File: src/rtl/key_schedule.sv
// key_schedule: AES-128/192/256 key expansion, one 128-bit round key per cycle.
module key_schedule (
  input  logic         clk,
  input  logic         rst_n,
  input  logic         start,
  input  logic [255:0] key_in,
  input  logic [1:0]   switch,
  output logic [127:0] round_key,
  output logic         key_valid,
  output logic [3:0]   round_idx,
  output logic         busy,
  output logic         done
);
  localparam logic [2047:0] SBOX = {
    128'h637c777bf26b6fc53001672bfed7ab76, 128'hca82c97dfa5947f0add4a2af9ca472c0,
    128'hb7fd9326363ff7cc34a5e5f171d83115, 128'h04c723c31896059a071280e2eb27b275,
    128'h09832c1a1b6e5aa0523bd6b329e32f84, 128'h53d100ed20fcb15b6acbbe394a4c58cf,
    128'hd0efaafb434d338545f9027f503c9fa8, 128'h51a3408f929d38f5bcb6da2110fff3d2,
    128'hcd0c13ec5f974417c4a77e3d645d1973, 128'h60814fdc222a908846eeb814de5e0bdb,
    128'he0323a0a4906245cc2d3ac629195e479, 128'he7c8376d8dd54ea96c56f4ea657aae08,
    128'hba78252e1ca6b4c6e8dd741f4bbd8b8a, 128'h703eb5664803f60e613557b986c11d9e,
    128'he1f8981169d98e949b1e87e9ce5528df, 128'h8ca1890dbfe6426841992d0fb054bb16};
  localparam logic [79:0] RCON = 80'h01020408102040801b36;
  typedef enum logic {IDLE, GEN} state_t;
  state_t        state;
  logic [255:0]  key;
  logic [1:0]    sz;
  logic [3:0]    r, nr, rc_j;
  logic [5:0]    nk, idx;
  logic [2:0]    off, p;
  logic [3:0]    need, rot;
  logic [31:0]   hist [8];
  logic [31:0]   pre [5];
  logic [31:0]   w [5];
  logic [31:0]   sub_in, sw, rot_sw;
  function automatic logic [31:0] sub_word(input logic [31:0] x);
    logic [31:0] o;
    o = '0;
    for (int b = 0; b < 4; b++) o[8*b +: 8] = SBOX[2047 - 8*x[8*b +: 8] -: 8];
    return o;
  endfunction
  function automatic logic [5:0] mod_nk(input logic [5:0] i, input logic [1:0] s);
    return s == 2'd0 ? {4'd0, i[1:0]} : s == 2'd1 ? i % 6'd6 : {3'd0, i[2:0]};
  endfunction
  function automatic logic [5:0] div_nk(input logic [5:0] i, input logic [1:0] s);
    return s == 2'd0 ? {2'd0, i[5:2]} : s == 2'd1 ? i / 6'd6 : {3'd0, i[5:3]};
  endfunction
  assign nk  = sz == 2'd0 ? 6'd4 : sz == 2'd1 ? 6'd6 : 6'd8;
  assign nr  = sz == 2'd0 ? 4'd10 : sz == 2'd1 ? 4'd12 : 4'd14;
  assign off = sz == 2'd0 ? 3'd4 : sz == 2'd1 ? 3'd2 : 3'd0;
  // pre[] is the group without S-box terms; it only feeds the single SubWord input,
  // which is always taken before the one position in the group that needs it.
  always_comb begin
    need = '0;
    rot = '0;
    p = '0;
    rc_j = '0;
    idx = '0;
    pre[0] = hist[7];
    for (int k = 0; k < 4; k++) begin
      idx = {r, 2'b00} + 6'(k);
      rot[k] = idx >= nk && mod_nk(idx, sz) == 6'd0;
      need[k] = rot[k] || (idx >= nk && sz == 2'd2 && idx[2:0] == 3'd4);
      if (rot[k]) rc_j = 4'(div_nk(idx, sz) - 6'd1);
      if (need[k]) p = 3'(k);
      pre[k+1] = idx < nk ? key[255 - 32*idx[2:0] -: 32] : hist[3'(k) + off] ^ pre[k];
    end
    sub_in = pre[p];
    sw = sub_word(sub_in);
    rot_sw = {sw[23:0], sw[31:24]} ^ {RCON[79 - 8*rc_j -: 8], 24'd0};
    w[0] = hist[7];
    for (int k = 0; k < 4; k++) begin
      idx = {r, 2'b00} + 6'(k);
      w[k+1] = idx < nk ? key[255 - 32*idx[2:0] -: 32]
                        : hist[3'(k) + off] ^ (rot[k] ? rot_sw : need[k] ? sw : w[k]);
    end
  end
  always_ff @(posedge clk or negedge rst_n)
    if (!rst_n) begin
      state <= IDLE;
      key <= '0;
      sz <= '0;
      r <= '0;
      hist <= '{default: '0};
      round_key <= '0;
      round_idx <= '0;
      key_valid <= 1'b0;
      busy <= 1'b0;
      done <= 1'b0;
    end else if (state == IDLE) begin
      key_valid <= 1'b0;
      done <= 1'b0;
      busy <= start;
      if (start) begin
        key <= key_in;
        sz <= switch[1] ? 2'd2 : switch;
        r <= '0;
        state <= GEN;
      end
    end else begin
      round_key <= {w[1], w[2], w[3], w[4]};
      round_idx <= r;
      key_valid <= 1'b1;
      busy <= 1'b1;
      done <= r == nr;
      hist <= '{hist[4], hist[5], hist[6], hist[7], w[1], w[2], w[3], w[4]};
      r <= r + 4'd1;
      if (r == nr) state <= IDLE;
    end
endmodule

File: config.mk
export PLATFORM = sky130hd
export DESIGN_NAME = key_schedule
export DESIGN_NICKNAME = d
export VERILOG_FILES = /design/src/rtl/key_schedule.sv
export SDC_FILE = /design/constraint.sdc
export NUM_CORES = 2
export LEC_CHECK = 0
export ABC_AREA = 1
export BUFFER_PORTS_ARGS = -buffer_cell sky130_fd_sc_hd__buf_2
export CAP_MARGIN = 10
export CELL_PAD_IN_SITES_DETAIL_PLACEMENT = 1
export CELL_PAD_IN_SITES_GLOBAL_PLACEMENT = 1
export CORE_ASPECT_RATIO = 0.9
export CORE_MARGIN = 10
export CORE_UTILIZATION = 30
export CTS_CLUSTER_SIZE = 25
export DETAILED_ROUTE_END_ITERATION = 16
export PLACE_DENSITY = 0.68
export SLEW_MARGIN = 5
export SYNTH_ARGS = -nofsm -noshare
export SYNTH_HDL_FRONTEND = slang
export SYNTH_SLANG_ARGS = --single-unit
File: constraint.sdc
create_clock -name clk -period 9.4 [get_ports clk]
set_input_delay 0.94 -clock clk [delete_from_list [all_inputs] [get_ports clk]]
set_output_delay 0.94 -clock clk [all_outputs]
set_load 0.03 [all_outputs]
== Word level (Yosys, flattened, before mapping) ==
Cells that the tools add are included.

* Bits in registers: 654
* Memory bits (writable): 0
* Bits in latches: 0
* Bits of input ports: 261
* Memories: 0
* Logic and storage cells: 180
* Bits in read-only memories: 0

* Shift-type cells: 9
* Divide/modulo/power cells: 8
* Bitwise operators: 15
* Reductions and logical operators: 23
* $add $sub $neg: 20
* Magnitude comparators: 13
* Muxes and demuxes: 69
* Equality and inequality tests: 6
* Multipliers: 0

{| class="wikitable"
|+ Operator list
! operator !! count
|-
| $shiftx 2055x33->8 const A || 4
|-
| $shiftx 287x33->32 || 4
|-
| $mux 32 || 26
|-
| $bmux 32 s3 || 5
|-
| $xor 32x32->32 || 9
|-
| $shiftx 87x33->8 const A || 1
|-
| $mux 4 || 16
|-
| $mux 6 || 8
|-
| $sub 11x11->12 const A || 4
|-
| $sub 8x8->9 const A || 4
|-
| $div 6x3->6 const B || 4
|-
| $ge 6x4->1 || 4
|-
| $logic_not 6->1 || 4
|-
| $lt 6x4->1 || 4
|-
| $mod 6x3->6 const B || 4
|-
| $ge 4x4->1 const B || 5
|-
| $not 3->4 || 5
|-
| $sub 4x1->4 const B || 4
|-
| $add 6x2->6 const B || 2
|-
| $logic_and 1x1->1 || 12
|-
| $mux 3 || 4
|-
| $eq 3x3->1 const B || 3
|-
| $sub 7x7->8 const A || 1
|-
| $mux 1 || 7
|-
| 13 further kinds || 19
|}

== Longest topological paths before layout ==
* Depth in word-level cells: 36
* Mapped depth: 62
* Mapped depth without buffers: 54

== Worst setup path after synthesis ==
OpenSTA, ideal clock, no wires.

* Kind: reg2reg
* From: reg r[0]
* To: reg round_key[27]
* Required time: 9283 ps
* Setup slack: 1777 ps
* Cell stages (with the launch flop): 57
* Arrival: 7507 ps
* Path buffers: 8
* Cell sequence: dfrtp_1 > clkbuf_1 > inv_1 > clkbuf_1 > buf_1 > clkbuf_1 > clkbuf_1 > buf_1 > buf_1 > ha_1 > inv_1 > nand2_1 > nand2_1 > nand2_1 > nand2_2 > nand2_2 > inv_1 > ha_1 > (+21 left out) > nand2_1 > nand3_1 > nand2_1 > nand3_1 > nand3_1 > nand2_1 > nand2_1 > nand3_1 > nand3_1 > nand2_1 > nand2_1 > nand2_1 > nand2_1 > nand2_1 > nand2_1 > nand3_1 > nand2_1 > nand2_1

* Word-level cells in the longest chain between the ends: 32

{| class="wikitable"
|+ RTL lines
! item !! line !! source
|-
| start, declared || 28 || <nowiki>logic [3:0] r, nr, rc_j;</nowiki>
|-
| start signal, assigned || 107 || <nowiki>r <= r + 4'd1;</nowiki>
|-
| $add 6x1->6 || 61, 73 ||
|-
| $mod 6x3->6 || 43 || <nowiki>return s == 2'd0 ? {4'd0, i[1:0]} : s == 2'd1 ? i % 6'd6 : {3'd0, i[2:0]};</nowiki>
|-
| $mux 6 (2 in a row) || 43 ||
|-
| $logic_not 6->1 || 62 || <nowiki>rot[k] = idx >= nk && mod_nk(idx, sz) == 6'd0;</nowiki>
|-
| $logic_and 1x1->1 || 62 ||
|-
| $logic_or 1x1->1 || 63 || <nowiki>need[k] = rot[k] || (idx >= nk && sz == 2'd2 && idx[2:0] == 3'd4);</nowiki>
|-
| $mux 1 || 65 || <nowiki>if (need[k]) p = 3'(k);</nowiki>
|-
| $mux 3 (2 in a row) || 65 ||
|-
| (+12 left out) || - ||
|-
| $xor 32x32->32 || 75 || <nowiki>: hist[3'(k) + off] ^ (rot[k] ? rot_sw : need[k] ? sw : w[k]);</nowiki>
|-
| $mux 32 || 74 || <nowiki>w[k+1] = idx < nk ? key[255 - 32*idx[2:0] -: 32]</nowiki>
|-
| $mux 32 (2 in a row) || 75 ||
|-
| $xor 32x32->32 || 75 ||
|-
| $mux 32 || 74 ||
|-
| $mux 32 (2 in a row) || 75 ||
|-
| $xor 32x32->32 || 75 ||
|-
| $mux 32 * || 74 ||
|-
| end signal, assigned || 101 || <nowiki>round_key <= {w[1], w[2], w[3], w[4]};</nowiki>
|-
| end, declared || 8 || <nowiki>output logic [127:0] round_key,</nowiki>
|}

Mark *: on every way between the ends. The rest lies on a longest branch, timed or not. The select of a mux whose other input is x is not followed.
A chain may end at the register's enable or synchronous reset.

== Worst setup path in the final report ==
* From: reg r[1]
* To: reg round_key[12]

Same word-level chain as after synthesis.

==> flow_summary.json <==
{
  "min_period_ns": 8.18,
  "cp.required_ns": 9.98,
  "layout_commonest_cell": "nand2_1",
  "synthToLayoutAreaGrowth_pct": 10.7,
  "grt_pass1_vias": 50609,
  "numCtsBuffers": 68,
  "ant_nets": 0,
  "avgViaCountPerCell": 5.59,
  "status": "complete, no violations",
  "setup_slack_ns": 1.22,
  "arrival_ns": 8.76,
  "ys_ff_latch": 526,
  "clockRootBuffer": "clkbuf_16",
  "relSlewSlack_pct": 13.3,
  "hpwl_mm": 174,
  "multiInputGateArea_um2": 24900,
  "row_count": 131,
  "cp-end-kind": "register",
  "yosysUniqueCellTypes": 55,
  "layout_common_cells": "nand2_1 (2664), nand3_1 (1430), dfrtp_1 (523)",
  "grt.overflow.total": 0,
  "dr.pass1.iters": 6,
  "drive_gt1_share_pct": 11.1,
  "cts.sinks": 526,
  "cts_setup_buffers": 0,
  "seq_area_frac_synth_pct": 30.6,
  "finalHoldViolations": 0,
  "skew_ns": 0.0344,
  "pre_cts_ws_ns": 1.50,
  "cts_tree": "built",
  "cts_resized": 0,
  "cp_max_fo": 14,
  "fill_cells": 18647,
  "antenna_found_initial": 6,
  "syn-num-nets": 7296,
  "slew_violations": 0,
  "fp.coreArea_um2": 142000,
  "grt_usage_pct": 28.4,
  "nets": 7325,
  "max_freq_mhz": 122,
  "start_util_pct": 30.3,
  "crit_top_cell": "nand2_1",
  "worstMarginPinSlew_ns": 1.30,
  "place.gp.congestion": 1.01,
  "setup_viol": 0,
  "rsz0062_at_grt": "no",
  "slowest_delay_ns": 0.56,
  "insertion_delay_ns": 0.66,
  "first_iter_violations": 4731,
  "final_util_pct": 33.5,
  "setup_tns_ns": 0,
  "yosysWarnings": 0,
  "synth_edf_count": 0,
  "synth_ff_type": "dfrtp_1",
  "regArea_um2": 13200,
  "ctsHoldBuffers": 0,
  "vias": 49825,
  "grt_pass1_wl_mm": 342,
  "path_clk_slew_ns": 0.06,
  "wl_per_cell_um": 26.3,
  "cpMaxStageDelayCell": "dfrtp_1",
  "dieArea_um2": 159000,
  "min_path_type": "in -> async",
  "crit_type": "reg -> reg",
  "finalCritPeriodShare_pct": 87.0,
  "clockBufferDepth": 3,
  "synth_area_um2": 43000,
  "avgSynthCellArea_um2": 6.16,
  "dieWidth_um": 419,
  "syn_inst": 6968,
  "io_pins": 396,
  "routed_wl_mm": 235,
  "drc": 0,
  "die_h_um": 379,
  "grt_max_degree": 200,
  "critPathLaunchType": "register",
  "synth-async-reset-ratio_pct": 100,
  "h-tree-depth": 3,
  "numPortBuffers": 395,
  "maxCapViolations": 0
}
-- registers in the layout, summed over array words and instances, names as in the netlist --
signal and count:
key_valid 1, key 256, sz 2, busy 1
state 1, r 4, round_idx 4, hist 128
done 1, round_key 128
-- cells in the mapped netlist (all sizes together), types with 2 or more instances --
cell | instances | share of area [%]
nand3 | 1438 | 17
and3 | 3 | 0.044
xor2 | 33 | 0.67
buf | 349 | 5.2
a22o | 2 | 0.041
o21a | 3 | 0.052
o2111ai | 3 | 0.061
and2 | 2 | 0.029
o21ai | 377 | 4.7
clkbuf | 197 | 1.7
or2 | 34 | 0.50
nand3b | 21 | 0.37
ha | 67 | 2.0
o221ai | 25 | 0.51
a211oi | 3 | 0.052
nor3 | 9 | 0.10
nand2 | 2722 | 24
clkinv | 5 | 0.044
a21oi | 209 | 2.5
o21bai | 4 | 0.070
nor2 | 247 | 2.2
inv | 528 | 4.6
o22ai | 21 | 0.31
a31oi | 16 | 0.25
a22oi | 5 | 0.087
o211ai | 34 | 0.61
nand4 | 34 | 0.54
xnor2 | 2 | 0.041
a221oi | 45 | 0.92
dfrtp | 526 | 31
-- worst max-delay path, delay by kind of cell, from the launching register on --
kind                       cells  cell delay, ns
DFF                            1            0.56
AOI/OAI and AO/OA              4            1.13
adders and majority gates      4            1.35
buffers and inverters          5            0.91
and+or+nand+nor               31            4.08
-- metrics by stage --
| step | hold slack (ns) | area (µm²) | cells |
|---|---|---|---|
| finish | 0.318 | 47500 | 8908 |
| global route | 0.370 | 47500 | 8907 |
| CTS | 0.348 | 47500 | 8907 |
| detailed placement | 0.465 | 45400 | 8789 |
| global placement | 0.454 | 45400 | 8789 |
| floorplan | 0.442 | 43000 | 6968 |
-- layer usage --
layer / GRT usage, % / part of all wire, %
met5: 0 / 0.020
met4: 16.1 / 6.4
met3: 3.77 / 6.1
met2: 44.6 / 45
met1: 37.4 / 43
-- final cells by class --
cell class,instances,area share [%]
Clock buffer,92,3.94
Multi-Input combinational cell,5363,52.4
Tap cell,1862,4.90
Clock inverter,26,0.600
Antenna cell,1,0.00526
Inverter,533,4.26
Timing Repair Buffer,505,6.18
Sequential cell,526,27.7
-- cells by family after synthesis --
family	Yosys count	share of synthesized area, %
AND/OR/NAND/NOR	4511	44.9
buffers and inverters	1079	11.5
AO/OA/AOI/OAI	749	10.2
flip-flops	526	30.6
adder cells (fa/ha/maj)	67	1.95
XOR/XNOR	35	0.714
multiplexers	1	0.0233
-- worst paths after layout --
path | startpoint | to | slack (ns) | cells past startpoint
worst max-delay path | r[1]$_DFFE_PN0P_ | round_key[12]$_DFFE_PN0P_ | 1.22 | 44
worst min-delay path | rst_n | key[144]$_DFFE_PN0P_ | 0.32 | 1
worst max register to register | r[1]$_DFFE_PN0P_ | round_key[12]$_DFFE_PN0P_ | 1.22 | 44
worst min register to register | key[113]$_DFFE_PN0P_ | key[113]$_DFFE_PN0P_ | 0.48 | 2
max in group asynchronous | rst_n | key[204]$_DFFE_PN0P_ | 6.95 | 3
min in group clk | key_in[157] | key[157]$_DFFE_PN0P_ | 0.47 | 3
Power is left out: the tool's default activity adds up to more than one toggle a clock period on the data nets, which glitch-free logic cannot reach.
